**src/rtl/vote_tally_sequencer.sv**
```systemverilog
// Drains stored votes from the vote_processor read port one request at a time and tallies yes/no.
// Define VOTE_TALLY_MAJORITY_EN to compile in the majority/tie reporting registers.
module vote_tally_sequencer #(
  parameter int unsigned MAX_VOTES      = 10000,
  parameter int unsigned TIMEOUT_CYCLES = 15,
  localparam int unsigned W  = $clog2(MAX_VOTES + 1),
  localparam int unsigned TW = (TIMEOUT_CYCLES > 1) ? $clog2(TIMEOUT_CYCLES) : 1
) (
  input  logic         clk_in,
  input  logic         rst_in,
  input  logic         start_in,
  input  logic [W-1:0] num_votes_in,
  output logic         request_new_vote_out,
  input  logic         vote_in,
  input  logic         valid_vote_in,
  output logic [W-1:0] yes_count_out,
  output logic [W-1:0] no_count_out,
  output logic         busy_out,
  output logic         done_out,
  output logic         timeout_out,
  output logic         majority_out,
  output logic         tie_out
);

  typedef enum logic [1:0] {
    S_IDLE  = 2'd0,
    S_ISSUE = 2'd1,
    S_WAIT  = 2'd2,
    S_DONE  = 2'd3
  } state_e;

  localparam logic [W-1:0]  MAX_W    = W'(MAX_VOTES);
  localparam logic [TW-1:0] TIMER_LAST = TW'(TIMEOUT_CYCLES - 1);

  state_e        state_q, state_d;
  logic [W-1:0]  remaining_q, remaining_d;
  logic [TW-1:0] timer_q, timer_d;
  logic [W-1:0]  yes_q, yes_d;
  logic [W-1:0]  no_q, no_d;
  logic          timeout_q, timeout_d;
  logic          req_q, req_d;
  logic          busy_q, busy_d;
  logic          done_q, done_d;
`ifdef VOTE_TALLY_MAJORITY_EN
  logic          maj_q, maj_d;
  logic          tie_q, tie_d;
`endif

  // State and registered outputs
  always_ff @(posedge clk_in) begin
    if (rst_in) begin
      state_q     <= S_IDLE;
      remaining_q <= '0;
      timer_q     <= '0;
      yes_q       <= '0;
      no_q        <= '0;
      timeout_q   <= 1'b0;
      req_q       <= 1'b0;
      busy_q      <= 1'b0;
      done_q      <= 1'b0;
`ifdef VOTE_TALLY_MAJORITY_EN
      maj_q       <= 1'b0;
      tie_q       <= 1'b0;
`endif
    end else begin
      state_q     <= state_d;
      remaining_q <= remaining_d;
      timer_q     <= timer_d;
      yes_q       <= yes_d;
      no_q        <= no_d;
      timeout_q   <= timeout_d;
      req_q       <= req_d;
      busy_q      <= busy_d;
      done_q      <= done_d;
`ifdef VOTE_TALLY_MAJORITY_EN
      maj_q       <= maj_d;
      tie_q       <= tie_d;
`endif
    end
  end

  // Next state and tally datapath; a valid in the timeout cycle is still counted
  always_comb begin
    state_d     = state_q;
    remaining_d = remaining_q;
    timer_d     = timer_q;
    yes_d       = yes_q;
    no_d        = no_q;
    timeout_d   = timeout_q;
    case (state_q)
      S_IDLE: begin
        if (start_in) begin
          remaining_d = (num_votes_in > MAX_W) ? MAX_W : num_votes_in;
          yes_d       = '0;
          no_d        = '0;
          timeout_d   = 1'b0;
          state_d     = (remaining_d == '0) ? S_DONE : S_ISSUE;
        end
      end
      S_ISSUE: begin
        timer_d = '0;
        state_d = S_WAIT;
      end
      S_WAIT: begin
        if (valid_vote_in) begin
          if (vote_in) yes_d = yes_q + W'(1);
          else         no_d  = no_q + W'(1);
          remaining_d = remaining_q - W'(1);
          state_d     = (remaining_d == '0) ? S_DONE : S_ISSUE;
        end else if (timer_q == TIMER_LAST) begin
          timeout_d = 1'b1;
          state_d   = S_DONE;
        end else begin
          timer_d = timer_q + TW'(1);
        end
      end
      S_DONE:  state_d = S_IDLE;
      default: state_d = S_IDLE;
    endcase
  end

  // Output register inputs, derived from the upcoming state
  always_comb begin
    req_d  = (state_d == S_ISSUE);
    busy_d = (state_d == S_ISSUE) || (state_d == S_WAIT);
    done_d = (state_d == S_DONE);
`ifdef VOTE_TALLY_MAJORITY_EN
    maj_d = maj_q;
    tie_d = tie_q;
    if (state_d == S_DONE) begin
      maj_d = (yes_d > no_d);
      tie_d = (yes_d == no_d);
    end else if (state_q == S_IDLE && start_in) begin
      maj_d = 1'b0;
      tie_d = 1'b0;
    end
`endif
  end

  assign request_new_vote_out = req_q;
  assign yes_count_out        = yes_q;
  assign no_count_out         = no_q;
  assign busy_out             = busy_q;
  assign done_out             = done_q;
  assign timeout_out          = timeout_q;
`ifdef VOTE_TALLY_MAJORITY_EN
  assign majority_out = maj_q;
  assign tie_out      = tie_q;
`else
  assign majority_out = 1'b0;
  assign tie_out      = 1'b0;
`endif

endmodule

```
**config.mk**
```make
export PLATFORM = sky130hd
export DESIGN_NAME = vote_tally_sequencer
export DESIGN_NICKNAME = d
export VERILOG_FILES = /design/src/rtl/vote_tally_sequencer.sv
export SDC_FILE = /design/constraint.sdc
export NUM_CORES = 1
export LEC_CHECK = 0
export BUFFER_PORTS_ARGS = -buffer_cell sky130_fd_sc_hd__buf_2
export CORE_MARGIN = 4
export CORE_UTILIZATION = 37
export DETAILED_ROUTE_END_ITERATION = 6
export SLEW_MARGIN = 20
export SYNTH_ARGS = -nofsm -noshare
export SYNTH_HDL_FRONTEND = slang
export SYNTH_SLANG_ARGS = --single-unit
```
**constraint.sdc**
```tcl
create_clock -name clk_in -period 2.7 [get_ports clk_in]
set_input_delay 0.81 -clock clk_in [delete_from_list [all_inputs] [get_ports clk_in]]
set_output_delay 0.81 -clock clk_in [all_outputs]
set_load 0.02 [all_outputs]
```
After elaboration in Yosys (flattened, before gate mapping)

Index checks and enable logic that the tools add are counted.

Divide/modulo/power cells: 0
Muxes and demuxes: 24
Bitwise operators: 0
Reduce and logical (&&, ||, !) cells: 11
$add $sub $neg: 4
Shift operators: 0
$mul: 0
Order comparisons: 1
Equal/unequal tests: 14

Operators by type and width:

| kind                                                                   | number |
|---|---|
| 14-bit two-way mux                                                     | 8 |
| 14-bit case mux with 2 select lines                                    | 3 |
| 14-bit by 1-bit adder with 14-bit output (second input constant)       | 2 |
| 14-bit zero test                                                       | 2 |
| 14-bit > comparator (second input constant)                            | 1 |
| 2-bit != test (second input constant)                                  | 7 |
| 14-bit by 1-bit subtractor with 14-bit output (second input constant)  | 1 |
| 4-bit AND reduction                                                    | 3 |
| 2-bit two-way mux                                                      | 5 |
| 2-bit equality test (second input constant)                            | 4 |
| 4-bit two-way mux                                                      | 2 |
| 2-bit case mux with 4 select lines                                     | 1 |
| 4-bit case mux with 2 select lines                                     | 1 |
| 3-bit AND reduction                                                    | 2 |
| 4-bit by 1-bit adder with 4-bit output (second input constant)         | 1 |
| 2-bit by 1-bit equality test with 1-bit output (second input constant) | 2 |
| 4-bit equality test (second input constant)                            | 1 |
| 2-bit nonzero test                                                     | 2 |
| 1-bit two-way mux                                                      | 3 |
| 2-bit zero test                                                        | 1 |
| 1-bit case mux with 2 select lines                                     | 1 |
| 1-bit logical OR                                                       | 1 |

Register bits: 52
Input port bits: 19
ROM bits: 0
Latch bits: 0
Output and inout bits: 34
Memories kept: 0
Memory bits (writable): 0
Word-level logic and storage cells: 63

Longest topological paths before layout

Word-level depth: 8
Gate-level depth with buffers: 10

Worst setup path before layout

OpenSTA, ideal clock, no wires.

Kind: in2reg
From: in valid_vote_in
To: reg no_q[12] (netlist: no_count_out[12])
Library setup time: 72 ps
Arrival time: 2,206 ps
Slack: 422 ps
Data required time: 2,628 ps
Buffers on the path: 1
Stages on the path: 6
Cell sequence: buf_2 nand3b_1 a2111oi_4 nand2_2 or3_1 a21oi_1

Cells in the longest elaborated chain, start to end: 2

Ends and longest elaborated chain:

| item                          | RTL line | source |
|---|---|---|
| start: declaration            | 15       | `input logic valid_vote_in,` |
| 2-bit != test (no line)       | --       |  |
| 4-bit AND reduction (no line) | --       |  |
| end signal: assignment        | 70       | `no_q <= no_d;` |
| end: declaration              | 39       | `logic [W-1:0] no_q, no_d;` |

No other way between the ends.
A chain may end at the register's enable or synchronous reset.

Worst setup path in the final report

From: reg remaining_q[1]
To: reg busy_q (netlist: busy_out)

Cells in the longest elaborated chain, start to end: 7

Ends and longest elaborated chain:

| item                                                                                  | RTL line | source |
|---|---|---|
| start: declaration                                                                    | 36       | `logic [W-1:0] remaining_q, remaining_d;` |
| start signal: assignment                                                              | 67       | `remaining_q <= remaining_d;` |
| 14-bit by 1-bit subtractor with 14-bit output (*)                                     | 108      | `remaining_d = remaining_q - W'(1);` |
| 14-bit zero test (*)                                                                  | 109      | `state_d = (remaining_d == '0) ? S_DONE : S_ISSUE;` |
| 2-bit two-way mux (*)                                                                 | 109      |  |
| 2-bit two-way mux (*)                                                                 | 105      | `if (valid_vote_in) begin` |
| 2-bit case mux with 4 select lines (*)                                                | 90       | `case (state_q)` |
| 2-bit by 1-bit equality test with 1-bit output or 2-bit equality test (tied branches) | 125      | `busy_d = (state_d == S_ISSUE) \|\| (state_d == S_WAIT);` |
| 1-bit logical OR (*)                                                                  | 125      |  |
| end signal: assignment                                                                | 73       | `busy_q <= busy_d;` |
| end: declaration                                                                      | 42       | `logic busy_q, busy_d;` |

Mark *: on every way between the ends. The rest lies on a longest branch, timed or not.

==> reports/summary.md <==
The run finished with clean final reports. OpenSTA, run right after detailed placement, puts the worst setup slack at 0.111 ns. The logs give 47.3% for the relative contribution of sequential cells to total power and 12500 µm for the global-route wire length before repair.

STA classifies the critical path endpoint as a flip-flop. Data arrives at the worst endpoint at 2.65 ns. Among all cell types in the netlist, the one instantiated most often is dfxtp_1. Across the routed clock network, the largest skew measured is 0.00943 ns.

The number of failing hold endpoints at the final stage is 0, and the number of unique standard cell types used by synthesis is 61. The completed layout was analyzed and its total power is 1.78 mW. Length in cells of the worst reg-to-reg path: 9. Global routing used 15.5% of the available tracks across all layers. At the later pin of the worst-skew pair, clock insertion delay measures 0.31 ns. For the reg2reg setup slack, the log shows 0.29 ns. The via count of the first global-routing pass was 2609. The port buffer count is 50, and the average footprint of a synthesized cell is 8.14 µm².

Static timing analysis puts the maximum clock frequency at 414 MHz. The met1 global-route usage was 21.3%. The floorplan has 32 rows. Detailed routing inserted a total of 2821 vias.

TritonCTS built the clock tree. The worst register-to-register path ends at busy_out$_SDFF_PP0_. The repair_antennas step left the layout with diodes totalling 0. STA classifies the critical path startpoint as a flip-flop. The tools report the number of CTS-inserted buffers as 5. The sum of routed wire length over all layers is 7450 µm, and the worst-margin pin slew is 0.558 ns. The number of violations of the max-capacitance limit was 0. By area the synthesized netlist is led by dfxtp_1 35%, nor2_1 5.4%, xor2_1 5.0%, a21oi_1 3.9%, nand2_1 3.3%. Summing the sequential cell areas from Yosys gives 35.0% of the chip area.

Buffers added to address setup during post-CTS repair amount to 0. The clock group share of total power was 30.4%; the number of synthesized register bits was 52. In this run the worst setup path begins at remaining_q[1]$_SDFFE_PP0P_. The synthesized design devotes to its leading area cell type 35.0% of total area.

The DRC violation count after routing is 0. In the synthesized netlist, the cells that appear most often are 52 x dfxtp_1, 43 x nor2_1, 26 x nand2_1. In the final timing run, aggregate negative setup slack is 0 ns. The global route total overflow came out at 0. For the die outline area, the log shows 9550 µm². The capturing instance or port of the critical path was busy_out$_SDFF_PP0_. After detailed routing, the number of vias per cell comes to 5.45. Cell type with the highest aggregate area in the netlist: dfxtp_1.

Of the cells placed in the final design, the portion with a size suffix greater than 1 is 21.2%. Once routing completed, OpenROAD measured the worst setup slack at 0.286 ns. Setup repair after global routing left no endpoint under its margin.

During I/O placement, the number of pins put on the boundary was 53. The max-slew violation count was 0; the synthesis-to-finish area growth was 16.0%. After synthesis the cells add up to 2980 µm². The shortest clock period the worst path allows after layout came out at 2.41 ns.

After the last flow step, the layout net total stands at 441. The path class of the tightest hold or removal check is reg2reg. CTS built an H-tree with a depth of 2. The congestion estimate from routability-driven global placement came to 0.928. The run gives 0 as the total of endpoints with negative setup slack in the final report.

Yosys mapped a number of flops with a built-in enable equal to 0. Dividing the final minimum period by the clock period gives 89.4%. The floorplan step set the die width to 97.7 µm.

In this run the vertical extent of the chip is 97.7 µm. Summed over all nets, the switching power comes to 0.553 mW. The tools report the worst supply voltage drop on vdd as 0.200 mV. The async set-reset flop share out of synthesis is 0%, and the residual antenna-violating net count after detailed routing is 0.

The wire length per cell after detailed routing was 14.4 µm. For this run, the share of the core covered by cells in the final layout is 44.5%. Initial antenna violation count: 0.

The data required time at the worst endpoint came out at 2.94 ns. Dividing total power by cell area gives a power density of 516 nW/µm². For met3 alone, demand over resource in global routing was 2.94%.

The core region is 7770 µm². The deepest clock path buffer count is 2. The logs give 366 for the instance count of the mapped netlist and 25.0% for the global-route track usage on met2. Detailed placement ended at an HPWL of 5450 µm. In this run the static leakage power is 1.37 nW. The classification of the worst setup path is reg2reg. The tools report the launching point of the worst reg2reg path as remaining_q[1]$_SDFFE_PP0P_. The worst slew margin relative to its limit is 62.8%.

Clock-pin slew was measured on the worst setup and hold paths at 0.10 ns. Cell internal power was estimated by the tool at 1.23 mW. The logs give 38.3% for the effective utilization at floorplan and 52 for the number of clock sinks seen by CTS. The run gives 22.3% as the share of power burned in combinational logic. The fraction of power spent switching nets came out at 31.0%. The clock root buffer was clkbuf_8. The initial DRC count was 130.

Yosys synthesis warning count: 0. The global routing stage identified its most utilized layer as met2. The maximum fanout along the worst path came out at 9. The first detailed-routing pass ran for 4 iterations. The dominant synthesized flop cell is dfxtp_1. Entering global routing, the biggest net connects 31 pins.
==> layer usage <==
layer	vias to the layer above	wire, µm
met2	58	3430
met4	0	83
met1	1325	3590
met3	6	338
li1	1432	-
met5	-	0
==> worst min path at each step <==
stage / startpoint / end / depth (start not counted)
after CTS: timeout_out$_SDFFE_PP0P_ / timeout_out$_SDFFE_PP0P_ / 2
after global placement: timeout_out$_SDFFE_PP0P_ / timeout_out$_SDFFE_PP0P_ / 2
after detailed placement: timeout_out$_SDFFE_PP0P_ / timeout_out$_SDFFE_PP0P_ / 2
after global routing: yes_count_out[12]$_SDFFE_PP0P_ / yes_count_out[12]$_SDFFE_PP0P_ / 2
final: timeout_out$_SDFFE_PP0P_ / timeout_out$_SDFFE_PP0P_ / 2
after floorplan: timer_q[0]$_SDFFE_PP0P_ / timer_q[0]$_SDFFE_PP0P_ / 2
==> power by group through the flow <==
stage / combinational [mW] / sequential, mW / clock [mW]
after floorplan: 0.302 / 0.847 / 0
after global placement: 0.393 / 0.859 / 0
after detailed placement: 0.394 / 0.857 / 0
after CTS: 0.396 / 0.840 / 0.566
after global routing: 0.442 / 0.848 / 0.585
final: 0.398 / 0.842 / 0.542
==> metrics by stage <==
| step | cell area, µm² | hold WS (ns) | cells |
|---|---|---|---|
| 2_1_floorplan | 2980 | 0.474 | 367 |
| 3_3_place_gp | 3330 | 0.450 | 510 |
| 3_5_place_dp | 3330 | 0.473 | 510 |
| 4_1_cts | 3440 | 0.498 | 518 |
| 5_1_grt | 3450 | 0.534 | 518 |
| 6_report | 3450 | 0.490 | 518 |
==> registers in the layout, indices dropped and copies added, names as in the netlist <==
name,count
state_q,2
done_out,1
no_count_out,14
yes_count_out,14
timer_q,4
request_new_vote_out,1
timeout_out,1
busy_out,1
remaining_q,14
==> worst max-delay path, cell delays in order, from the launching register on <==
cell and delay (ns):
dfxtp_1 0.43, inv_1 0.11, ha_2 0.24, o21bai_1 0.23
a31o_2 0.27, a21oi_1 0.12, o221ai_1 0.22, o31a_2 0.34
ha_1 0.26, nor2_1 0.11
==> cell usage in the layout, fill, tap and decap left out, types with 2 or more instances in the layout <==
master     n
nor4_1     8
or4_1      2
a22oi_1    3
and4_1     4
and3_1     6
a221oi_1   4
or3_1     10
a21o_1     2
xnor2_1    8
o41ai_1    4
o221ai_1   2
nor4b_1    2
o21ai_0   12
buf_2     50
conb_1     2
and3b_1    2
dfxtp_1   51
clkbuf_8   5
nand2_1   26
o32ai_1    3
xor2_1    17
nor3b_1    2
a21oi_1   23
a211oi_1   7
nor2_1    43
o22ai_1    2
ha_1       6
nand3_1   16
inv_1     11
a41oi_1    2
nand2b_1   4
buf_4     12
nand3b_1   4
nor2b_1    2
nor3_1    15
o21bai_1   2
o21a_1     2
or2_2      4
nor3_2     3
nand4_1    9
==> layout make-up <==
cell class | count | area (µm²)
flip-flops and latches | 52 | 1040
fillers | 802 | 4310
clock buffers | 5 | 68.8
clock inverters | 3 | 42.5
well taps | 102 | 128
repair buffers | 62 | 340
inverters | 11 | 41.3
multi-input cells | 283 | 1790
==> cell families after synthesis <==
group | after synthesis | synth area share, %
adder cells (fa/ha/maj) | 7 | 2.94
buffers and inverters | 32 | 5.29
AND/OR/NAND/NOR | 168 | 29.9
other | 1 | 0.126
XOR/XNOR | 25 | 7.35
multiplexers | 1 | 0.336
AO/OA/AOI/OAI | 80 | 19.1
flip-flops | 52 | 35.0
==> repair_timing <==
item | 4_1_cts | 5_1_grt
gates resized for setup | 0 | 3
hold buffers | 0 | 0
endpoints found under the setup margin | 0 | 2
Power figures use the tool's default switching activity.
